**config.mk**
```make
export PLATFORM = sky130hd
export DESIGN_NAME = bcd_operand_loader
export DESIGN_NICKNAME = d
export VERILOG_FILES = /design/src/rtl/calc_pkg.sv /design/src/rtl/bcd_weight_scaler.sv /design/src/rtl/bcd_operand_loader.sv
export SDC_FILE = /design/constraint.sdc
export NUM_CORES = 1
export LEC_CHECK = 0
export ABC_AREA = 1
export CAP_MARGIN = 20
export CORE_MARGIN = 3
export CORE_UTILIZATION = 39
export CTS_CLUSTER_SIZE = 25
export DETAILED_ROUTE_END_ITERATION = 6
export GPL_TIMING_DRIVEN = 0
export HOLD_SLACK_MARGIN = 0.03
export SLEW_MARGIN = 20
export SYNTH_ARGS = -nofsm -noshare
export SYNTH_HDL_FRONTEND = slang
export SYNTH_SLANG_ARGS = --single-unit
```
**constraint.sdc**
```tcl
create_clock -name clk -period 8.1 [get_ports clk]
set_input_delay 1.62 -clock clk [delete_from_list [all_inputs] [get_ports clk]]
set_output_delay 1.62 -clock clk [all_outputs]
set_load 0.1 [all_outputs]
```
**src/rtl/calc_pkg.sv**
```systemverilog
// Shared types and constants for the calculator operand-entry path.
package calc_pkg;

    localparam int unsigned ACC_W_DEF = 14;
    localparam logic [3:0]  BCD_MAX   = 4'd9;

    typedef enum logic {
        ENTRY,
        CONV
    } state_e;

    // Conversion step order: thousands, hundreds, tens, units.
    localparam logic [1:0] STEP_K = 2'd0;
    localparam logic [1:0] STEP_H = 2'd1;
    localparam logic [1:0] STEP_T = 2'd2;
    localparam logic [1:0] STEP_U = 2'd3;

endpackage

```
**src/rtl/bcd_weight_scaler.sv**
```systemverilog
// Combinational shift-add scaler: digit times 1000, 100, 10 or 1 selected by the step code.
module bcd_weight_scaler
    import calc_pkg::*;
#(
    parameter int unsigned ACC_W = ACC_W_DEF
) (
    input  logic [3:0]       digit,
    input  logic [1:0]       sel,
    output logic [ACC_W-1:0] term
);

    logic [ACC_W-1:0] d;

    assign d = ACC_W'(digit);

    always_comb begin
        term = '0;
        unique case (sel)
            STEP_K:  term = (d << 10) - (d << 4) - (d << 3);
            STEP_H:  term = (d << 6) + (d << 5) + (d << 2);
            STEP_T:  term = (d << 3) + (d << 1);
            STEP_U:  term = d;
            default: term = '0;
        endcase
    end

endmodule

```
**src/rtl/bcd_operand_loader.sv**
```systemverilog
// Keypad operand entry: buffers up to four BCD digits and converts them to binary,
// one weighted term per clock through a single shared scaler.
module bcd_operand_loader
    import calc_pkg::*;
#(
    parameter int unsigned ACC_W      = ACC_W_DEF,
    parameter int unsigned NUM_DIGITS = 4
) (
    input  logic             clk,
    input  logic             rst_n,
    input  logic             digit_valid,
    input  logic [3:0]       digit,
    input  logic             enter,
    input  logic             clear,
    output logic             busy,
    output logic [2:0]       digit_count,
    output logic [ACC_W-1:0] value,
    output logic             value_valid,
    output logic             digit_err
);

    if (NUM_DIGITS != 4) begin : g_bad_depth
        $error("bcd_operand_loader: only NUM_DIGITS=4 is supported");
    end
    if (ACC_W < 14) begin : g_bad_width
        $error("bcd_operand_loader: ACC_W must be at least 14");
    end

    state_e           state_q, state_d;
    logic [1:0]       step_q, step_d;
    logic [15:0]      buf_q, buf_d;
    logic [2:0]       cnt_q, cnt_d;
    logic             err_q, err_d;
    logic [ACC_W-1:0] acc_q, acc_d;
    logic [ACC_W-1:0] value_q, value_d;
    logic             vv_q, vv_d;

    logic [3:0]       sel_digit;
    logic [ACC_W-1:0] term;

    // d3 sits in the top nibble, d0 (last keyed) in the bottom.
    always_comb begin
        sel_digit = 4'd0;
        unique case (step_q)
            STEP_K:  sel_digit = buf_q[15:12];
            STEP_H:  sel_digit = buf_q[11:8];
            STEP_T:  sel_digit = buf_q[7:4];
            STEP_U:  sel_digit = buf_q[3:0];
            default: sel_digit = 4'd0;
        endcase
    end

    bcd_weight_scaler #(
        .ACC_W(ACC_W)
    ) u_scaler (
        .digit(sel_digit),
        .sel  (step_q),
        .term (term)
    );

    always_comb begin
        state_d = state_q;
        step_d  = step_q;
        buf_d   = buf_q;
        cnt_d   = cnt_q;
        err_d   = err_q;
        acc_d   = acc_q;
        value_d = value_q;
        vv_d    = 1'b0;

        unique case (state_q)
            ENTRY: begin
                if (clear) begin
                    buf_d = '0;
                    cnt_d = '0;
                    err_d = 1'b0;
                end else if (enter) begin
                    state_d = CONV;
                    step_d  = STEP_K;
                    acc_d   = '0;
                end else if (digit_valid) begin
                    if (digit > BCD_MAX || cnt_q == 3'(NUM_DIGITS)) begin
                        err_d = 1'b1;
                    end else begin
                        buf_d = {buf_q[11:0], digit};
                        cnt_d = cnt_q + 3'd1;
                    end
                end
            end
            CONV: begin
                if (clear) begin
                    // Abort: value keeps its previous content, no pulse.
                    state_d = ENTRY;
                    step_d  = STEP_K;
                    buf_d   = '0;
                    cnt_d   = '0;
                    err_d   = 1'b0;
                    acc_d   = '0;
                end else begin
                    acc_d  = acc_q + term;
                    step_d = step_q + 2'd1;
                    if (step_q == STEP_U) begin
                        state_d = ENTRY;
                        value_d = acc_q + term;
                        vv_d    = 1'b1;
                        buf_d   = '0;
                        cnt_d   = '0;
                        err_d   = 1'b0;
                    end
                end
            end
            default: state_d = ENTRY;
        endcase
    end

    always_ff @(posedge clk or negedge rst_n) begin
        if (!rst_n) begin
            state_q <= ENTRY;
            step_q  <= STEP_K;
            buf_q   <= '0;
            cnt_q   <= '0;
            err_q   <= 1'b0;
            acc_q   <= '0;
            value_q <= '0;
            vv_q    <= 1'b0;
        end else begin
            state_q <= state_d;
            step_q  <= step_d;
            buf_q   <= buf_d;
            cnt_q   <= cnt_d;
            err_q   <= err_d;
            acc_q   <= acc_d;
            value_q <= value_d;
            vv_q    <= vv_d;
        end
    end

    assign busy        = (state_q == CONV);
    assign digit_count = cnt_q;
    assign value       = value_q;
    assign value_valid = vv_q;
    assign digit_err   = err_q;

endmodule

```
==> summary.md <==
| Metric | Value |
|---|---|
| DIE AREA | `between 10,000 and 15,000 µm²` |
| CTS root buf | `clkbuf_8` |
| Area leader, netlist | `dfrtp_1` |
| Largest net degree at the start of global routing | `53` |
| RSZ-0062 raised after global routing | `no` |
| Syn Area/Cell | `7.781 µm²` |
| Initial Util | `between 40% and 50%` |
| Worst setup SP type | `flip-flop` |
| Mapped cell area | `3774 µm²` |
| Detailed-route via count | `roughly 3,300` |
| PortBufs | `28` |
| Sequential fraction of the synthesis area | `34.48%` |
| Outcome | `finished clean` |
| Grt ovf | `0` |
| Synth-to-Final Area Change | `15.29%` |
| Fin Hold WS | `0.4914 ns` |
| Worst R2R Start | `step_q[0]$_DFFE_PN0P_` |
| Relative slew slack | `34.64%` |
| Critical Path RT | `8.32 ns` |
| Cts repair resizes | `0` |
| Tcrit/Tclk final | `64.30%` |
| Pwr dens | `378.4 nW/µm²` |
| CP endpoint kind | `flip-flop` |
| N_diodes | `0` |
| Detailed placement HPWL | `7.093 mm` |
| Peak supply drop | `0.2011 mV` |
| Synth Instances | `485` |
| RePlAce Congestion | `0.9289` |
| Synth cell types | `43` |
| TritonCTS clock tree | `done` |
| Post-route clock skew | `0.01646 ns` |
| Hold wc startpoint | `value[5]$_DFFE_PN0P_` |
| FFs w/ async S/R, synth | `100.0%` |
| Worst Setup SP | `step_q[0]$_DFFE_PN0P_` |
| Leading cell type by number of instances after synthesis | `nand2_1` |
| Final setup viols | `0` |
| Vias/cell | `5.071` |
| CTS max path bufs | `2` |
| Pre-antenna DRT Iters | `4` |
| Total track usage | `17.68%` |
| Final Core Density | `between 40 and 50%` |
| Reg clk slew, reported paths | `0.11 ns` |
| Yosys top cell area share | `between 30% and 40%` |
| Post-synth EDFFs | `0` |
| F_max | `192.0 MHz` |
| Global-route wire length before repair | `15.79 mm` |
| Placed Area | `4213 µm²` |
| Vias in the first global route | `3,325` |
| Primary FF master, synth | `dfrtp_1` |
| Antenna Nets Post-Route | `0` |
| Clock Latency Late Sink | `0.32 ns` |
| Crit Path Class | `reg2reg` |
| Critical Path AT | `5.43 ns` |
| Die Height | `104.4 µm` |
| Total power | `1646 µW` |
| Htree depth | `2` |
| Drt total wl | `just over 9 mm` |
| Initial DRC Count | `215` |
| Yosys reg bits | `52` |
| Synth area leaders | `dfrtp_1, ha_1, nand2_1, inv_1, o21ai_0` |
| DRC Markers | `0` |
| Most instantiated cells after synthesis | `nand2_1, inv_1, dfrtp_1` |
| # nets final | `569` |
| Filler cells | `941` |
| Max cap viols | `0` |
| Post-CTS setup buffers | `0` |
| Leakage | `0.002098 µW` |
| Slew Limit Fails | `0` |
| # IOs | `29` |
| Final Hold Fails | `0` |
| Hold-fix buffers, CTS | `0` |
| Fraction of layout cells with a size suffix above 1 | `9.213%` |
| Worst-margin pin slew | `0.9774 ns` |
| Synth warn | `0` |
| WL/cell | `approximately 14 µm` |
| Std cell rows | `35` |
| Num CTS Buffers | `5` |
| Core outline area | `9328 µm²` |
| Worst Hold Class | `reg2reg` |
| Fin Setup TNS | `0 ns` |
| CP Max Fanout | `10` |
| Die X | `around 100 µm` |
| Post-route cell area | `~4400 µm²` |
| Syn Nets | `between 500 and 600` |
| Initial antenna violation count | `0` |
| Min cycle time layout | `5.209 ns` |
| Clock sink count | `52` |
==> worst max-delay path, stage by stage (launching register included) <==
cell and delay, ns:
dfrtp_1 0.41, inv_1 0.14, ha_1 0.19, buf_6 0.16, clkinv_4 0.08, o21ai_1 0.57, inv_1 0.40, ha_1 0.38
fa_1 0.54, nand3_1 0.12, nor2_1 0.17, nand3_2 0.10, o21ai_1 0.12, nor2_1 0.06, a21oi_2 0.15, ha_1 0.32
inv_1 0.10, o21ai_0 0.10, a221oi_1 0.36, o21ai_0 0.15, nor2_1 0.20, nand3_1 0.13, nand3_1 0.12, nand2_1 0.05
==> layer usage <==
metal	part of all wire (%)	track usage [%]	routed length, µm	vias up
met5	0	0	0	-
met4	2.2	5.698	205	0
met3	3.6	2.545	337	19
met2	45	27.95	4155	65
met1	49	24.86	4573	1522
li1	-	-	-	1690
==> kinds of logic (layout without fill, tap and decap cells) <==
kind of cell	count (synthesis)	in the layout	synth area share, %
adders and majority gates	40	40	13.86
DFF	52	52	34.48
AOI/OAI and AO/OA	118	118	18.37
and+or+nand+nor	183	183	22.28
buffers and inverters	84	120	9.151
xor gates and xnor gates	8	8	1.857
==> registers in the layout, indices dropped and copies added, names as in the netlist <==
name         count
digit_err        1
value           14
value_valid      1
acc_q           14
step_q           2
buf_q           16
busy             1
digit_count      3
==> placed cells by master, fill, tap and decap left out, types with 4 or more instances in the layout <==
master             n
nand2_1          105
o21ai_0           45
clkdlybuf4s50_1   27
ha_1              37
nand4_1            4
nor2_1            21
o21ai_1           12
a21oi_1           25
o21bai_1           4
xor2_1             6
dfrtp_1           52
nor2_4             4
nand3_1           31
clkbuf_8           5
o22ai_1           13
buf_2              5
nand2_2            5
inv_1             69
==> report_power, final <==
group	internal (µW)	total (µW)	switching, µW	leakage [µW]
Clock	124	218	93.6	0.0000687
Sequential	309	339	29.6	0.000697
Combinational	341	1090	748	0.00133
Total	775	1650	871	0.00210
==> per-stage QoR <==
step / setup WS [ns] / std cells
3_5_place_dp: 2.944 / 642
4_1_cts: 2.940 / 650
5_1_grt: 2.576 / 650
3_3_place_gp: 3.005 / 642
6_report: 2.891 / 650
2_1_floorplan: 3.969 / 485
==> layout make-up <==
class | count | area [µm²] | share of cell area (%)
buffer | 9 | 51.30 | 1.179
clock buffer | 5 | 68.82 | 1.582
clock inverter | 3 | 68.82 | 1.582
inverter | 75 | 294.0 | 6.759
multi-input combinational | 349 | 2127 | 48.89
sequential | 52 | 1301 | 29.91
tap | 129 | 161.4 | 3.710
timing repair buffer | 28 | 277.8 | 6.385
==> path summary, 6_finish.rpt <==
| check | end | slack [ns] | cells past startpoint |
|---|---|---|---|
| max | value[13]$_DFFE_PN0P_ | 2.89 | 23 |
| min | value[5]$_DFFE_PN0P_ | 0.49 | 2 |
| max reg2reg | value[13]$_DFFE_PN0P_ | 2.89 | 23 |
| min reg2reg | value[5]$_DFFE_PN0P_ | 0.49 | 2 |
| max in group asynchronous | buf_q[1]$_DFFE_PN0P_ | 6.31 | 1 |
| min in group asynchronous | acc_q[2]$_DFFE_PN0P_ | 1.33 | 1 |
(Power assumes the default switching activity.)
